--- config.mk ---
export PLATFORM = sky130hd
export DESIGN_NAME = apb_axi_bridge
export DESIGN_NICKNAME = d
export VERILOG_FILES = /design/src/rtl/apb_axi_bridge.sv
export SDC_FILE = /design/constraint.sdc
export NUM_CORES = 1
export LEC_CHECK = 0
export BUFFER_PORTS_ARGS = -buffer_cell sky130_fd_sc_hd__buf_2
export CORE_MARGIN = 2
export CORE_UTILIZATION = 44
export DETAILED_ROUTE_END_ITERATION = 8
export PLACE_DENSITY = 0.85
export SYNTH_ARGS = -nofsm -noshare
export SYNTH_HDL_FRONTEND = slang
export SYNTH_SLANG_ARGS = --single-unit
--- constraint.sdc ---
create_clock -name a_clk -period 2 [get_ports a_clk]
set_input_delay 0.4 -clock a_clk [delete_from_list [all_inputs] [get_ports a_clk]]
set_output_delay 0.4 -clock a_clk [all_outputs]
set_load 0.05 [all_outputs]
--- src/rtl/apb_axi_bridge.sv ---
`default_nettype none
// ============================================================================
//  Module   : apb_axi_bridge
//  Purpose  : APB completer that forwards in-window transfers as single
//             AXI4-Lite reads/writes, stretching the APB access phase.
//  Revision : 1.0 - initial release
// ============================================================================
module apb_axi_bridge #(
    parameter logic [31:0] BaseAddr   = 32'h3000_1000,
    parameter logic [31:0] WindowSize = 32'h0000_0100
) (
    input  logic        a_clk,
    input  logic        a_reset_n,
    // APB completer
    input  logic        p_sel,
    input  logic        p_enable,
    input  logic        p_write,
    input  logic [31:0] p_addr,
    input  logic [31:0] p_wdata,
    output logic [31:0] p_rdata,
    output logic        p_ready,
    output logic        p_slverr,
    // AXI4-Lite manager
    output logic        aw_valid,
    input  logic        aw_ready,
    output logic [31:0] aw_addr,
    output logic        w_valid,
    input  logic        w_ready,
    output logic [31:0] w_data,
    input  logic        b_valid,
    output logic        b_ready,
    input  logic [1:0]  b_resp,
    output logic        ar_valid,
    input  logic        ar_ready,
    output logic [31:0] ar_addr,
    input  logic        r_valid,
    output logic        r_ready,
    input  logic [31:0] r_data,
    input  logic [1:0]  r_resp
);

    localparam logic [2:0] S_IDLE    = 3'd0;
    localparam logic [2:0] S_WR_REQ  = 3'd1;
    localparam logic [2:0] S_WR_RESP = 3'd2;
    localparam logic [2:0] S_RD_REQ  = 3'd3;
    localparam logic [2:0] S_RD_RESP = 3'd4;
    localparam logic [2:0] S_DONE    = 3'd5;
    localparam logic [2:0] S_ERR     = 3'd6;

    // 33-bit bounds so a window ending at the top of the map cannot wrap
    localparam logic [32:0] c_win_lo = {1'b0, BaseAddr};
    localparam logic [32:0] c_win_hi = {1'b0, BaseAddr} + {1'b0, WindowSize};

    logic [2:0]  r_state;
    logic        r_aw_valid, r_w_valid, r_aw_done, r_w_done;
    logic        r_b_ready, r_ar_valid, r_r_ready;
    logic        r_p_ready, r_p_slverr;
    logic [31:0] r_p_rdata, r_addr, r_wdata;

    logic [2:0]  w_state_nxt;
    logic        w_aw_valid_nxt, w_w_valid_nxt, w_aw_done_nxt, w_w_done_nxt;
    logic        w_b_ready_nxt, w_ar_valid_nxt, w_r_ready_nxt;
    logic        w_p_ready_nxt, w_p_slverr_nxt;
    logic [31:0] w_p_rdata_nxt, w_addr_nxt, w_wdata_nxt;

    logic w_setup, w_in_window, w_aw_hs, w_w_hs;
    logic w_unused;

    assign w_setup     = p_sel & ~p_enable;
    assign w_in_window = ({1'b0, p_addr} >= c_win_lo) && ({1'b0, p_addr} < c_win_hi);
    assign w_aw_hs     = r_aw_valid & aw_ready;
    assign w_w_hs      = r_w_valid & w_ready;
    // Only the error bit of the AXI response is meaningful to APB
    assign w_unused    = ^{b_resp[0], r_resp[0]};

    always_comb begin
        w_state_nxt    = r_state;
        w_aw_valid_nxt = r_aw_valid;
        w_w_valid_nxt  = r_w_valid;
        w_aw_done_nxt  = r_aw_done;
        w_w_done_nxt   = r_w_done;
        w_b_ready_nxt  = r_b_ready;
        w_ar_valid_nxt = r_ar_valid;
        w_r_ready_nxt  = r_r_ready;
        w_p_ready_nxt  = r_p_ready;
        w_p_slverr_nxt = r_p_slverr;
        w_p_rdata_nxt  = r_p_rdata;
        w_addr_nxt     = r_addr;
        w_wdata_nxt    = r_wdata;

        case (r_state)
            S_IDLE: begin
                if (w_setup) begin
                    w_addr_nxt    = p_addr;
                    w_wdata_nxt   = p_wdata;
                    w_aw_done_nxt = 1'b0;
                    w_w_done_nxt  = 1'b0;
                    if (!w_in_window) begin
                        w_state_nxt    = S_ERR;
                        w_p_ready_nxt  = 1'b1;
                        w_p_slverr_nxt = 1'b1;
                        w_p_rdata_nxt  = 32'h0;
                    end else if (p_write) begin
                        w_state_nxt    = S_WR_REQ;
                        w_aw_valid_nxt = 1'b1;
                        w_w_valid_nxt  = 1'b1;
                    end else begin
                        w_state_nxt    = S_RD_REQ;
                        w_ar_valid_nxt = 1'b1;
                    end
                end
            end
            S_WR_REQ: begin
                // AW and W may complete in either order or together
                w_aw_done_nxt = r_aw_done | w_aw_hs;
                w_w_done_nxt  = r_w_done | w_w_hs;
                if (w_aw_hs) w_aw_valid_nxt = 1'b0;
                if (w_w_hs)  w_w_valid_nxt  = 1'b0;
                if (w_aw_done_nxt && w_w_done_nxt) begin
                    w_state_nxt   = S_WR_RESP;
                    w_b_ready_nxt = 1'b1;
                end
            end
            S_WR_RESP: begin
                if (b_valid) begin
                    w_state_nxt    = S_DONE;
                    w_b_ready_nxt  = 1'b0;
                    w_p_ready_nxt  = 1'b1;
                    w_p_slverr_nxt = b_resp[1];
                    w_p_rdata_nxt  = 32'h0;
                end
            end
            S_RD_REQ: begin
                if (ar_ready) begin
                    w_state_nxt    = S_RD_RESP;
                    w_ar_valid_nxt = 1'b0;
                    w_r_ready_nxt  = 1'b1;
                end
            end
            S_RD_RESP: begin
                if (r_valid) begin
                    w_state_nxt    = S_DONE;
                    w_r_ready_nxt  = 1'b0;
                    w_p_ready_nxt  = 1'b1;
                    w_p_slverr_nxt = r_resp[1];
                    w_p_rdata_nxt  = r_data;
                end
            end
            S_DONE, S_ERR: begin
                w_state_nxt    = S_IDLE;
                w_p_ready_nxt  = 1'b0;
                w_p_slverr_nxt = 1'b0;
            end
            default: begin
                w_state_nxt    = S_IDLE;
                w_aw_valid_nxt = 1'b0;
                w_w_valid_nxt  = 1'b0;
                w_b_ready_nxt  = 1'b0;
                w_ar_valid_nxt = 1'b0;
                w_r_ready_nxt  = 1'b0;
                w_p_ready_nxt  = 1'b0;
                w_p_slverr_nxt = 1'b0;
            end
        endcase
    end

    always_ff @(posedge a_clk) begin
        if (!a_reset_n) begin
            r_state    <= S_IDLE;
            r_aw_valid <= 1'b0;
            r_w_valid  <= 1'b0;
            r_aw_done  <= 1'b0;
            r_w_done   <= 1'b0;
            r_b_ready  <= 1'b0;
            r_ar_valid <= 1'b0;
            r_r_ready  <= 1'b0;
            r_p_ready  <= 1'b0;
            r_p_slverr <= 1'b0;
            r_p_rdata  <= 32'h0;
            r_addr     <= 32'h0;
            r_wdata    <= 32'h0;
        end else begin
            r_state    <= w_state_nxt;
            r_aw_valid <= w_aw_valid_nxt;
            r_w_valid  <= w_w_valid_nxt;
            r_aw_done  <= w_aw_done_nxt;
            r_w_done   <= w_w_done_nxt;
            r_b_ready  <= w_b_ready_nxt;
            r_ar_valid <= w_ar_valid_nxt;
            r_r_ready  <= w_r_ready_nxt;
            r_p_ready  <= w_p_ready_nxt;
            r_p_slverr <= w_p_slverr_nxt;
            r_p_rdata  <= w_p_rdata_nxt;
            r_addr     <= w_addr_nxt;
            r_wdata    <= w_wdata_nxt;
        end
    end

    assign p_rdata  = r_p_rdata;
    assign p_ready  = r_p_ready;
    assign p_slverr = r_p_slverr;
    assign aw_valid = r_aw_valid;
    assign aw_addr  = r_addr;
    assign w_valid  = r_w_valid;
    assign w_data   = r_wdata;
    assign b_ready  = r_b_ready;
    assign ar_valid = r_ar_valid;
    assign ar_addr  = r_addr;
    assign r_ready  = r_r_ready;

endmodule
`default_nettype wire

=== Yosys cells after proc, flatten, opt, wreduce, memory -nomap -nowiden ===
Cells that the tools add are included.

* Logic and storage cells: 105
* Register bits: 108
* Input bits: 110

* Bitwise gates (word level): 11
* $lt $le $gt $ge: 2
* Eq/ne operators: 17
* Muxes and demuxes: 42
* Reduce and logical (&&, ||, !) cells: 20

{| class="wikitable"
|+ Operators by type and width
! kind !! count
|-
| 32-bit two-way mux || 4
|-
| 32-bit case mux with 3 select lines || 1
|-
| 32-bit by 30-bit greater-or-equal comparator with 1-bit output, second input constant || 1
|-
| 32-bit by 30-bit < comparator with 1-bit output, second input constant || 1
|-
| 5-bit AND reduction || 6
|-
| 2-bit != test, second input constant || 11
|-
| 1-bit two-way mux || 20
|-
| 5-bit OR reduction || 4
|-
| 3-bit two-way mux || 6
|-
| 1-bit case mux with 3 select lines || 5
|-
| 3-bit case mux with 5 select lines || 1
|-
| 3-bit == test, second input constant || 3
|-
| 1-bit case mux with 4 select lines || 2
|-
| 3-bit by 2-bit == test with 1-bit output, second input constant || 2
|-
| 1-bit inverter || 6
|-
| 3-bit AND reduction || 2
|-
| 1-bit case mux with 2 select lines || 2
|-
| 2-bit AND reduction || 2
|-
| 1-bit bitwise AND || 3
|-
| 3-bit by 1-bit == test with 1-bit output, second input constant || 1
|-
| 3-bit zero test || 1
|-
| 3-bit nonzero test || 1
|-
| 1-bit logical AND || 2
|-
| 2-bit two-way mux || 1
|-
| 3 further kinds || 4
|}

=== Logic depth before layout (Yosys ltp) ===
* Word-level depth: 5
* Mapped depth: 7

=== Worst setup path after synthesis ===
No wires, ideal clock.

* Path kind: input to register
* Start point: input port p_enable
* End point: register r_p_slverr (netlist: p_slverr)
* Stages on the path: 5
* Setup slack: 252 ps
* Data arrival time: 1675 ps
* Setup time: 73 ps
* Required time: 1927 ps
* Buffers on the path: 0
* Path through: or3b_1 -> a221o_1 -> or2_0 -> a221o_1 -> o22ai_2

* Word-level cells in the longest chain between the ends: 4

{| class="wikitable"
|+ RTL lines
! item !! line !! RTL
|-
| from (decl) || 16 || <nowiki>input logic p_enable,</nowiki>
|-
| 1-bit inverter || 69 || <nowiki>assign w_setup = p_sel & ~p_enable;</nowiki>
|-
| 1-bit bitwise AND || 69 ||
|-
| 2-bit != test (no source line) || n/a ||
|-
| 5-bit AND reduction (no source line) || n/a ||
|-
| to (signal assigned) || 192 || <nowiki>r_p_slverr <= w_p_slverr_nxt;</nowiki>
|-
| to (decl) || 57 || <nowiki>logic r_p_ready, r_p_slverr;</nowiki>
|}

No other way between the ends.
A chain may end at the register's enable or synchronous reset.

=== Final worst setup path ===
* Start point: register r_state[1]
* End point: register r_p_slverr (netlist: p_slverr)

* Word-level cells in the longest chain between the ends: 4
* Elaborated cells on any way between the ends: 13
* Those cells by class: 8 x eq/ne; 1 x mux; 1 x bitwise; 3 x reduce/logical

{| class="wikitable"
|+ RTL lines
! item !! line !! RTL
|-
| from (decl) || 54 || <nowiki>logic [2:0] r_state;</nowiki>
|-
| from (signal assigned) || 183 || <nowiki>r_state <= w_state_nxt;</nowiki>
|-
| 3-bit by 2-bit == test with 1-bit output / 3-bit by 1-bit == test with 1-bit output (equally long branches) || 91 || <nowiki>case (r_state)</nowiki>
|-
| 2-bit OR reduction (no source line) || n/a ||
|-
| 1-bit inverter (no source line) || n/a ||
|-
| 5-bit AND reduction (no source line) || n/a ||
|}

Several ways; a longest one is shown, not always the timed one.

==> reports/metrics.cfg <==
[outcome]
outcome=finished clean

[floorplan]
core_area_sq_um=9240
pin_count=245
die_x_um=102
die-height_um=102
initial_core_util=0.454
fp-row-count=35
dieArea_sq_um=10300

[yosys]
ys_types=39
ys.flop_type=dfxtp_1
yosysSeqAreaShare=0.516
synthCells=487
synth_edf_count=0
yosys_warnings=0
syn_nets=597
yosys-top-cells-count=nand2_1 (139), dfxtp_1 (108), a21oi_1 (77), buf_4 (35), a22o_1 (32)
syn_area_sq_um=4190
syn_avg_cell_area_sq_um=8.61
synth_largest_area_cell=dfxtp_1
yosysMostFrequentCell=nand2_1
yosysTopAreaCellShare=0.516
yosys-top-cells-area=dfxtp_1 (52%), nand2_1 (12%), a21oi_1 (9.2%), a22o_1 (6.7%), buf_4 (6.3%)
synth_seq_cells=108
synthArstFlopShare=0

[sta]
fmax_mhz=544
skew_ns=0.0178
fin_setup_tns_ns=0
worst_pin_slew_ns=0.498
finalSetupViolations=0
post-route-period-util=0.919
rsz0062_at_grt=false
post-route-min-period_ns=1.84
hold_violations=0
finalMaxSlewViolations=0
slew_headroom=0.664

[worst_setup_path]
rr_endpoint=p_slverr
critPathRequiredTime_ns=2.29
crit_chain=or3b_1 -> a221o_1 -> or2_0 -> a221o_1 -> o22ai_2
start_kind=flip-flop
cp-end-kind=flip-flop
critPathMaxFanout=4
cp_common_cell=a221o_1
cpPeakStageDelay_ns=0.41
rrSetupSlack_ns=0.16
path_class=flip-flop to flip-flop
cp_slowest_cell=or3b_1
critPathBufInv=0
path_delay_family=compound AO/OA/AOI/OAI gates
rr_startpoint=r_state[1]
reg2regPathDepth=5
worst_ep_arrival_time_ns=2.13

[detailed_routing]
first_iter_violations=135
num_vias=4087
viasPerCell=4.95
wl_per_cell_um=13.7
first_pass_iters=5
wirelength_um=11300
ant_nets=0
drc=0

[global_route]
antenna_found_initial=0
grt_pass1_wl_um=17100
grt_max_degree=52
gr-total-overflow=0
grt_usage=0.208
grt_pass1_vias=3743

[power_and_ir_drop]
p_sw_w=0.00289
switching_share=0.436
pwr-share-clk=0.205
p_int_w=0.00373
powerDensity_nw_per_um2=1190
comb_power_share=0.401
vdd_drop_max_mv=0.725
p_leak_nw=2.71
finalPower_w=0.00662
p_seq_frac=0.394

[finish]
fin_nets=801
fin_area_sq_um=5540
drive_gt1_frac=0.407
area_growth_pct=32.2
antennaDiodeCount=0

[cts]
cts_buffers=9
cts_root_buf=clkbuf_8
clkLatencyLatePin_ns=0.36
cts_buffer_depth=2
cts_max_level=3
clkTransAtPathRegs_ns=0.11
clock_sinks=108
ctsResizeCount=0
cts_setup_buffers=0
ctsHoldBuffers=0
cts_tree=done

[place]
dpl-instance-area_sq_um=5340
port-buffer-count=242
place_congestion=0.911
dpl.hpwl_um=8620

[hold_path]
hold_path.class=input pin to flip-flop
holdPathStages=2
hold_path.startpoint=r_data[27]
whs_endpoint=p_rdata[27]

[flow_run]
drv_cap=0

==> per-stage QoR <==
step	instances	util	hold WS, ns	setup WS [ns]
after CTS	825	0.600	0.226	0.158
after global placement	809	0.578	0.439	-0.0966
after floorplan	487	-	0.446	0.252
final	825	0.600	0.246	0.162
after global routing	825	0.600	0.215	0.0153
after detailed placement	809	0.578	0.444	-0.166
==> worst max-delay path by stage <==
stage	startpoint	end	slack [ns]	cells past startpoint
floorplan	p_enable	p_slverr	0.25	5
global placement	p_addr[8]	ar_valid	-0.1	7
detailed placement	p_addr[8]	p_rdata[31]	-0.17	8
CTS	r_state[1]	p_slverr	0.16	5
global route	r_state[1]	w_data[29]	0.02	7
finish	r_state[1]	p_slverr	0.16	5
==> cells by family (layout without fill, tap and decap cells) <==
logic type | after synthesis | after routing | share of synthesized area
multiplexers | 3 | 3 | 0.00746
flip-flops | 108 | 108 | 0.516
AO/OA/AOI/OAI | 133 | 133 | 0.202
buffers and inverters | 69 | 278 | 0.0961
AND/OR/NAND/NOR | 174 | 174 | 0.178
==> layer usage <==
metal / global-route usage / share of wire
met1: 0.224 / 0.39
met2: 0.386 / 0.52
met3: 0.0690 / 0.083
met4: 0.0551 / 0.010
met5: 0 / 0
==> cell type report <==
cell class	count	area [sq um]
Clock inverter	7	81.3
Sequential cell	108	2160
Tap cell	129	161
Multi-Input combinational cell	310	1640
Clock buffer	9	124
Fill cell	831	3700
Inverter	4	15.0
Timing Repair Buffer	258	1360
==> cell usage in the layout (no fill, tap or decap), types with 3 or more instances in the layout <==
| cell type | n |
|---|---|
| clkbuf_8 | 9 |
| nor2_1 | 8 |
| buf_4 | 14 |
| a21oi_1 | 77 |
| nor4_1 | 5 |
| nand2b_1 | 5 |
| nor2b_1 | 3 |
| nand2_1 | 139 |
| dfxtp_1 | 108 |
| inv_1 | 3 |
| buf_2 | 242 |
| a22o_1 | 32 |
| o21ai_0 | 7 |
==> power by group through the flow <==
stage               clock, W  combinational (W)  sequential, W
global placement           0            0.00260        0.00264
CTS                  0.00141            0.00266        0.00261
global route         0.00150            0.00283        0.00265
detailed placement         0            0.00266        0.00265
floorplan                  0            0.00120        0.00351
finish               0.00136            0.00266        0.00261
==> flip-flops by register name, indices dropped and copies added, names as in the netlist, 3 cells and up <==
signal and cells:
ar_addr 32, w_data 32, p_rdata 32, r_state 3
Note: power is estimated with default switching activity, not from simulation.
